==> src/rtl/serializer_tx.sv <==
// serializer_tx: frames one word as start(0), data MSB first, [even parity under SER_PARITY_EN], STOP_BITS high bits.
// Latency: a word accepted at edge k drives its start bit from edge k+1 when the line is idle.
// Backpressure: in_ready is low while the one-word holding buffer is full; queued words follow with no idle gap.
module serializer_tx #(
  parameter int DATA_WIDTH = 8,
  parameter int STOP_BITS  = 1
) (
  input  logic                  clk,
  input  logic                  rst,
  input  logic [DATA_WIDTH-1:0] in_data,
  input  logic                  in_valid,
  output logic                  in_ready,
  output logic                  serial_out,
  output logic                  busy,
  output logic                  frame_done
);

  localparam int BCW = $clog2(DATA_WIDTH);
  localparam int SCW = (STOP_BITS > 1) ? $clog2(STOP_BITS) : 1;
  localparam logic [BCW-1:0] LAST_BIT  = BCW'(DATA_WIDTH - 1);
  localparam logic [SCW-1:0] LAST_STOP = SCW'(STOP_BITS - 1);
  localparam logic           ONE_STOP  = (STOP_BITS == 1);

`ifdef SER_PARITY_EN
  typedef enum logic [2:0] {IDLE, START, DATA, PARITY, STOP} state_t;
`else
  typedef enum logic [1:0] {IDLE, START, DATA, STOP} state_t;
`endif

  state_t                state;
  logic                  hold_full;
  logic [DATA_WIDTH-1:0] hold_data;
  logic [DATA_WIDTH-1:0] shift_reg;
  logic [BCW-1:0]        bit_cnt;
  logic [SCW-1:0]        stop_cnt;
`ifdef SER_PARITY_EN
  logic                  parity_bit;
`endif

  assign in_ready = !hold_full;

  // Outputs are registered for the state being entered, so they line up with it on the line.
  always_ff @(posedge clk) begin
    if (rst) begin
      state      <= IDLE;
      hold_full  <= 1'b0;
      hold_data  <= '0;
      shift_reg  <= '0;
      bit_cnt    <= '0;
      stop_cnt   <= '0;
      serial_out <= 1'b1;
      busy       <= 1'b0;
      frame_done <= 1'b0;
`ifdef SER_PARITY_EN
      parity_bit <= 1'b0;
`endif
    end else begin
      if (in_valid && !hold_full) begin
        hold_full <= 1'b1;
        hold_data <= in_data;
      end
      frame_done <= 1'b0;

      case (state)
        IDLE: begin
          if (hold_full) begin
            shift_reg  <= hold_data;
            hold_full  <= 1'b0;
`ifdef SER_PARITY_EN
            parity_bit <= ^hold_data;
`endif
            state      <= START;
            serial_out <= 1'b0;
            busy       <= 1'b1;
          end else begin
            serial_out <= 1'b1;
            busy       <= 1'b0;
          end
        end

        START: begin
          state      <= DATA;
          bit_cnt    <= '0;
          serial_out <= shift_reg[DATA_WIDTH-1];
          shift_reg  <= {shift_reg[DATA_WIDTH-2:0], 1'b0};
        end

        DATA: begin
          if (bit_cnt == LAST_BIT) begin
`ifdef SER_PARITY_EN
            state      <= PARITY;
            serial_out <= parity_bit;
`else
            state      <= STOP;
            serial_out <= 1'b1;
            stop_cnt   <= '0;
            frame_done <= ONE_STOP;
`endif
          end else begin
            bit_cnt    <= bit_cnt + BCW'(1);
            serial_out <= shift_reg[DATA_WIDTH-1];
            shift_reg  <= {shift_reg[DATA_WIDTH-2:0], 1'b0};
          end
        end

`ifdef SER_PARITY_EN
        PARITY: begin
          state      <= STOP;
          serial_out <= 1'b1;
          stop_cnt   <= '0;
          frame_done <= ONE_STOP;
        end
`endif

        STOP: begin
          if (stop_cnt == LAST_STOP) begin
            // A queued word starts immediately so the line stays continuously framed.
            if (hold_full) begin
              shift_reg  <= hold_data;
              hold_full  <= 1'b0;
`ifdef SER_PARITY_EN
              parity_bit <= ^hold_data;
`endif
              state      <= START;
              serial_out <= 1'b0;
            end else begin
              state      <= IDLE;
              serial_out <= 1'b1;
              busy       <= 1'b0;
            end
          end else begin
            stop_cnt   <= stop_cnt + SCW'(1);
            frame_done <= ((stop_cnt + SCW'(1)) == LAST_STOP);
          end
        end

        default: begin
          state      <= IDLE;
          serial_out <= 1'b1;
          busy       <= 1'b0;
        end
      endcase
    end
  end

endmodule

==> config.mk <==
export PLATFORM = sky130hd
export DESIGN_NAME = serializer_tx
export DESIGN_NICKNAME = d
export VERILOG_FILES = /design/src/rtl/serializer_tx.sv
export SDC_FILE = /design/constraint.sdc
export NUM_CORES = 1
export LEC_CHECK = 0
export CORE_UTILIZATION = 57
export CTS_CLUSTER_DIAMETER = 40
export CTS_CLUSTER_SIZE = 10
export DETAILED_ROUTE_END_ITERATION = 16
export PLACE_DENSITY = 0.78
export SLEW_MARGIN = 15
export SYNTH_ARGS = -nofsm -noshare
export SYNTH_HDL_FRONTEND = slang
export SYNTH_SLANG_ARGS = --single-unit
==> constraint.sdc <==
create_clock -name clk -period 3.4 [get_ports clk]
set_input_delay 0.68 -clock clk [delete_from_list [all_inputs] [get_ports clk]]
set_output_delay 0.68 -clock clk [all_outputs]
set_load 0.01 [all_outputs]
* After elaboration in Yosys (flattened, before gate mapping)
Index checks and enable logic that the tools add are counted.
** Storage, ports and cells
- Memories :: 0
- Bits in registers :: 26
- RAM bits :: 0
- Bits in latches :: 0
- Bits in read-only memories :: 0
- Word-level logic and storage cells :: 61
** Operators by class
- Equality and inequality tests :: 9
- $lt $le $gt $ge :: 0
- Add/subtract/negate cells :: 2
- Multipliers :: 0
- Muxes and demuxes :: 29
- Bitwise gates (word level) :: 1
- Reductions and logical operators :: 11
- Shifts and indexed selects :: 0
- Divide/modulo/power cells :: 0
** Operators with widths (count)
- $pmux 8 s4 :: 1
- $mux 8 :: 3
- $mux 1 :: 14
- $ne 2x2->1 const B :: 5
- $pmux 1 s2 :: 4
- $pmux 2 s4 :: 1
- $mux 2 :: 3
- $pmux 3 s2 :: 1
- $reduce_and 2->1 :: 3
- $reduce_and 3->1 :: 2
- $reduce_bool 2->1 :: 3
- $eq 2x2->1 const B :: 2
- $pmux 1 s4 :: 1
- $add 3x1->3 const B :: 1
- $eq 3x3->1 const B :: 1
- $mux 3 :: 1
- $eq 2x1->1 const B :: 1
- $logic_not 2->1 :: 1
- $add 1x1->1 const B :: 1
- $logic_and 1x1->1 :: 1
- $logic_not 1->1 :: 1
- $not 1->1 :: 1

* Logic depth before layout (Yosys ltp)
Gate-level depths: netlist of run 1.
- Word-level depth :: 6
- Gate-level depth with buffers :: 6

* Least setup slack after synthesis of run 1
No wires, ideal clock.
- Kind :: register -> register
- Start :: register state[0]
- End :: register shift_reg[5]
- Path slack :: 1.965 ns
- Cell stages (with the launch flop) :: 7
- Clock period less this slack :: 1.435 ns
- Arrival time :: 1.355 ns
- Data required time :: 3.321 ns
- Library setup time :: 0.079 ns
- Cells stage by stage :: dfxtp_1 inv_1 ha_1 a2bb2oi_4 buf_6 nor2_1 a211oi_2
** On the way
- Word-level cells in the longest chain between the ends :: 3
- Elaborated cells on any way between the ends :: 8
- Classes of those cells :: eq/ne: 5; mux: 1; reduce/logical: 2
** Ends and longest elaborated chain
- from (decl) :: RTL line 30 : state_t state;
- from (signal assigned) :: RTL line 45 : state <= IDLE;
- from (signal assigned) :: RTL line 72 : state <= START;
- from (signal assigned) :: RTL line 82 : state <= DATA;
- $eq 2x2->1 :: RTL line 64 : case (state)
- $ne 2x2->1 (no line)
- $reduce_and 2->1 (no line)
- to (signal assigned) :: RTL line 67 : shift_reg <= hold_data;
- to (signal assigned) :: RTL line 85 : shift_reg <= {shift_reg[DATA_WIDTH-2:0], 1'b0};
- to (signal assigned) :: RTL line 102 : shift_reg <= {shift_reg[DATA_WIDTH-2:0], 1'b0};
- to (decl) :: RTL line 33 : logic [DATA_WIDTH-1:0] shift_reg;
Several ways; a longest one is shown, not always the timed one.
A chain may end at the register's enable or synchronous reset.

* Worst setup path after layout of run 1
- Start :: register hold_full
- End :: output port in_ready
** On the way
- Word-level cells in the longest chain between the ends :: 1
** Ends and longest elaborated chain
- from (decl) :: RTL line 31 : logic hold_full;
- from (signal assigned) :: RTL line 46 : hold_full <= 1'b0;
- from (signal assigned) :: RTL line 59 : hold_full <= 1'b1;
- from (signal assigned) :: RTL line 68 : hold_full <= 1'b0;
- $logic_not 1->1 :: RTL line 40 : assign in_ready = !hold_full;
- to (decl) :: RTL line 12 : output logic in_ready,
No other way between the ends.

==> results_dict.tcl, run 1 <==
set metrics [dict create \
    synth-xor-area-share 0 \
    drv_slew 0 \
    p_comb_frac 0.499 \
    synth_largest_area_cell "dfxtp_1" \
    syn_area_per_cell_sq_um 9.86 \
    cts_buffer_depth 2 \
    critical_path_required_ns 2.72 \
    timing.rr.end "shift_reg[1]" \
    rsz0062_at_grt "false" \
    finalHoldViolCount 0 \
    startpoint "hold_full" \
    cts_hold_buf 0 \
    p_sw_frac 0.378 \
    hp-class "reg -> reg" \
    die_height_microns 47.0 \
    gr-usage-all-layers 0.212 \
    synth.area.top_cells "dfxtp_1 (43%), mux2i_1 (13%), ha_1 (6.5%)" \
    avgViaCountPerCell 5.34 \
    cts_resized 0 \
    num_antenna_cells 0 \
    io_pins 15 \
    endpoint_kind "output pin" \
    rr_worst_depth 5 \
    postCtsSetupBuffers 0 \
    dr.pass1.iters 4 \
    die-area_sq_um 2210 \
    cts.sinks 25 \
    rows 15 \
    hold_end "busy" \
    arrival_ns 1.48 \
    yosysTopAreaCellShare 0.434 \
    die_width_microns 47.0 \
    drc 0 \
    fin_nets 148 \
    synth_cells 117 \
    critPathKind "reg -> out" \
    port_buffers 14 \
    core_area_sq_um 1800 \
    cts_tree "built" \
    cts-root-buf "clkbuf_4" \
    area_delta_synth_final_pct 14.2 \
    synth_area_sq_um 1150 \
    fin_crit_ns 2.16 \
    setup_viol 0 \
    globalplace.congestion 0.698 \
    start_util 0.640 \
    skew_ns 0.00435 \
    cp_max_fo 11 \
    maxCapViolCount 0 \
    synth_seq_cells 25 \
    seq_area_sq_um 500 \
    max-vdd-ir-drop_v 0.000653 \
    synth-simple-area-share 0.151 \
    rrSetupSlack_ns 1.41 \
    synth_compound_area_frac 0.168 \
    max_freq_ghz 0.464 \
    grt_max_degree 16 \
    synthMuxAreaShare 0.130 \
    insertion_delay_ns 0.31 \
    worstMarginPinSlew_ns 0.566 \
    cts_htree_levels 1 \
    cp-start-kind "flip-flop" \
    overflow 0 \
    intPower_mw 0.671 \
    p_switching_mw 0.409 \
    clkPwrFrac 0.118 \
    power.total_mw 1.08 \
    num_vias 827 \
    synth_top_family_by_area "compound AO/OA/AOI/OAI gates" \
    dpl.hpwl_microns 1430 \
    synth_warnings 0 \
    status "complete, no violations" \
    detail_route.iter0.violations 10 \
    grt_pass1_vias 769 \
    power_density_nw_per_um2 820 \
    pwr-share-seq 0.383 \
    numCtsBuffers 3 \
    synth_cell_types 27 \
    worstHoldStart "busy" \
    r2r_start "state[0]" \
    fill_cells 143 \
    setup_tns_ns 0 \
    ys_seq_area_frac 0.434 \
    grt_pass1_wl_microns 3260 \
    postRouteWirelength_microns 1910 \
    clk_pin_slew_ns 0.12 \
    slew_headroom 0.623 \
    ant_nets 0 \
    p_leak_nw 0.506 \
    fin_crit_sh 0.634 \
    wire_per_inst_microns 12.3 \
    multi_input_area_sq_um 593 \
    antenna_found_initial 0 \
    min_path_cells 2 \
    yosys.area_share.adder 0.0651 \
    drive_gt1_frac 0.0923 \
    synth_nets 134 \
]
[worst max path at each step]
| stage | to | cells past startpoint |
|---|---|---|
| CTS | in_ready | 2 |
| global placement | shift_reg[7] | 3 |
| floorplan | shift_reg[5] | 6 |
| detailed placement | shift_reg[7] | 3 |
| global route | in_ready | 2 |
| finish | in_ready | 2 |
[cells in the mapped netlist (all sizes together)]
cell type and instances:
nor3 1, buf 4, o21ai 7, a2bb2oi 1, and2 1, nand2b 1, a211o 1, ha 6
o21ba 1, nand2 4, nor3b 1, nor2 20, or3b 1, dfxtp 25, nor2b 3, or2 1
nand3b 2, mux2i 15, a211oi 8, o32ai 1, inv 3, clkbuf 3, a21oi 7
[placed cells by master, fill, tap and decap left out, drive strengths merged]
master | netlist | layout
dfxtp | 25 | 25
nor2 | 20 | 20
mux2i | 15 | 15
clkdlybuf4s50 | 0 | 14
a211oi | 8 | 8
o21ai | 7 | 7
a21oi | 7 | 7
ha | 6 | 6
nand2 | 4 | 4
clkbuf | 3 | 4
inv | 3 | 3
nor2b | 3 | 3
nand3b | 2 | 2
buf | 4 | 2
and2 | 1 | 1
or3b | 1 | 1
o21ba | 1 | 1
nor3 | 1 | 1
nand2b | 1 | 1
a211o | 1 | 1
or2 | 1 | 1
nor3b | 1 | 1
o32ai | 1 | 1
a2bb2oi | 1 | 1
[per-layer routing]
layer / wire, microns / track usage / part of all wire / vias to the layer above
li1: - / - / - / 439
met1: 900 / 0.259 / 0.47 / 372
met2: 930 / 0.364 / 0.49 / 12
met3: 57 / 0.0462 / 0.030 / 4
met4: 21 / 0.0857 / 0.011 / 0
met5: 0 / 0 / 0 / -
[layout make-up]
cell class	count	area share
multi-input cells	82	0.450
flip-flops and latches	25	0.380
repair buffers	16	0.118
well taps	25	0.0237
clock buffers	4	0.0199
inverters	3	0.00855
[power groups by stage]
stage | clock (mW) | combinational [mW] | sequential, mW
6_report | 0.128 | 0.539 | 0.413
4_1_cts | 0.135 | 0.540 | 0.414
5_1_grt | 0.144 | 0.604 | 0.424
2_1_floorplan | 0 | 0.487 | 0.405
3_5_place_dp | 0 | 0.537 | 0.422
3_3_place_gp | 0 | 0.526 | 0.418
[stage by stage]
| stage | setup WS [ns] | hold slack (ns) | area [sq um] | std cells | utilization |
|---|---|---|---|---|---|
| floorplan | 1.97 | 0.449 | 1150 | 117 | - |
| global placement | 1.47 | 0.463 | 1290 | 151 | 0.717 |
| detailed placement | 1.46 | 0.467 | 1290 | 151 | 0.717 |
| CTS | 1.22 | 0.486 | 1320 | 155 | 0.731 |
| global route | 1.14 | 0.524 | 1320 | 155 | 0.731 |
| finish | 1.24 | 0.484 | 1320 | 155 | 0.731 |
[critical path: stages, from the launching register on]
cell and delay [ns]:
dfxtp_1 0.59, inv_1 0.09, clkdlybuf4s50_1 0.49
[logic make-up after synthesis]
| family | Yosys count |
|---|---|
| flops | 25 |
| compound gates | 26 |
| mux | 15 |
| buf+inv | 10 |
| simple gates | 35 |
| fa+ha+maj | 6 |
Note: power is estimated with default switching activity, not from simulation.
==> inputs of run 2 (changes only) <==
- CORE_UTILIZATION: 57 -> 53
- PLACE_DENSITY: 0.78 -> 0.73
- clock period: 3.4 -> 2.2 ns (I/O delays scaled with it)
==> results_dict.tcl, run 2 (same netlist as run 1, synthesis figures left out) <==
set metrics [dict create \
    status "complete, no violations" \
    num_vias 848 \
    placed_cells 155 \
    postRouteWirelength_microns 1980 \
    fin_nets 150 \
    core_area_sq_um 2000 \
    intPower_mw 1.06 \
    min_path_cells 2 \
    area_delta_synth_final_pct 15.8 \
    port_buffers 14 \
    rr_worst_depth 5 \
    p_sw_frac 0.384 \
    multi_input_area_sq_um 593 \
    critPathKind "reg -> reg" \
    p_leak_nw 0.519 \
    dr.pass1.iters 4 \
    rsz0062_at_grt "false" \
    p_comb_frac 0.522 \
    globalplace.congestion 0.717 \
    cts_htree_levels 1 \
    design_area_sq_um 1340 \
    drive_gt1_frac 0.114 \
    grt_max_degree 18 \
    cts-root-buf "clkbuf_4" \
    grt_pass1_wl_microns 3390 \
    hp-class "reg -> reg" \
    io_pins 15 \
    slew_headroom 0.737 \
    layout_commonest_cell "dfxtp_1" \
    power_density_nw_per_um2 1290 \
    rows 16 \
    fill_cells 171 \
    fin_crit_ns 1.88 \
    die_height_microns 48.7 \
    arrival_ns 2.10 \
    skew_ns 0.00654 \
    gr-usage-all-layers 0.182 \
    avgViaCountPerCell 5.33 \
    ant_nets 0 \
    cts_resized 0 \
    endpoint_kind "flip-flop" \
    start_util 0.576 \
    timing.final.ws_setup_ns 0.324 \
    die-area_sq_um 2370 \
    die_width_microns 48.7 \
    overflow 0 \
    fin_crit_sh 0.853 \
    antenna_found_initial 0 \
    r2r_start "state[0]" \
    stdcell_count 159 \
    critical_path_required_ns 2.43 \
    hold_end "busy" \
    drv_slew 0 \
    postCtsSetupBuffers 0 \
    timing.rr.end "shift_reg[1]" \
    pwr-share-seq 0.359 \
    worstMarginPinSlew_ns 0.393 \
    max-vdd-ir-drop_v 0.000701 \
    startpoint "state[0]" \
    numCtsBuffers 3 \
    finalHoldViolCount 0 \
    cts.sinks 25 \
    grt_pass1_vias 812 \
    wire_per_inst_microns 12.5 \
    power.total_mw 1.72 \
    cts_hold_buf 0 \
    setup_tns_ns 0 \
    maxCapViolCount 0 \
    p_switching_mw 0.662 \
    most-common-layout-cells "dfxtp_1 (25), nor2_1 (20), mux2i_1 (15)" \
    drc 0 \
    placed_area_sq_um 1310 \
    max_freq_ghz 0.533 \
    dp_slack_ns 0.383 \
    seq_area_sq_um 500 \
    hold_slack_ns 0.488 \
    dpl.hpwl_microns 1440 \
    clkPwrFrac 0.119 \
    cts_tree "built" \
    num_antenna_cells 0 \
    detail_route.iter0.violations 6 \
    worstHoldStart "busy" \
    cts_buffer_depth 2 \
    cp-start-kind "flip-flop" \
    insertion_delay_ns 0.32 \
    setup_viol 0 \
    clk_pin_slew_ns 0.14 \
    cp_max_fo 15 \
    rrSetupSlack_ns 0.32 \
    final_util 0.668 \
]
## run 2: area by class of cell
| class | count | share of cell area |
|---|---|---|
| multi-input combinational | 82 | 0.444 |
| sequential | 25 | 0.375 |
| timing repair buffer | 18 | 0.127 |
| tap | 27 | 0.0253 |
| clock buffer | 3 | 0.0169 |
| inverter | 3 | 0.00843 |
| clock inverter | 1 | 0.00375 |
## run 2: routing by layer
layer,track usage,wire length (microns),vias up
li1,-,-,436
met1,0.228,964,399
met2,0.317,968,11
met3,0.0283,39,2
met4,0.0588,10,0
met5,0,0,-
## run 2: worst max-delay path by stage
stage,to,slack [ns],depth (start not counted)
after floorplan,shift_reg[5],0.77,6
after CTS,shift_reg[1],0.35,5
after global routing,shift_reg[1],0.16,5
final,shift_reg[1],0.32,5
after global placement,shift_reg[1],0.52,5
after detailed placement,shift_reg[1],0.38,5
## run 2: critical path, stage by stage, from the launching register on
cell and delay [ns]:
dfxtp_1 0.41, inv_1 0.10, ha_1 0.52, a2bb2oi_4 0.39, nor2_1 0.09, a211oi_1 0.27
## run 2: power groups by stage
stage               registers [mW]  logic [mW]  clock network (mW)
detailed placement           0.627       0.895                   0
finish                       0.617       0.899               0.205
global route                 0.632       0.990               0.230
global placement             0.620       0.861                   0
CTS                          0.616       0.897               0.210
floorplan                    0.625       0.752                   0
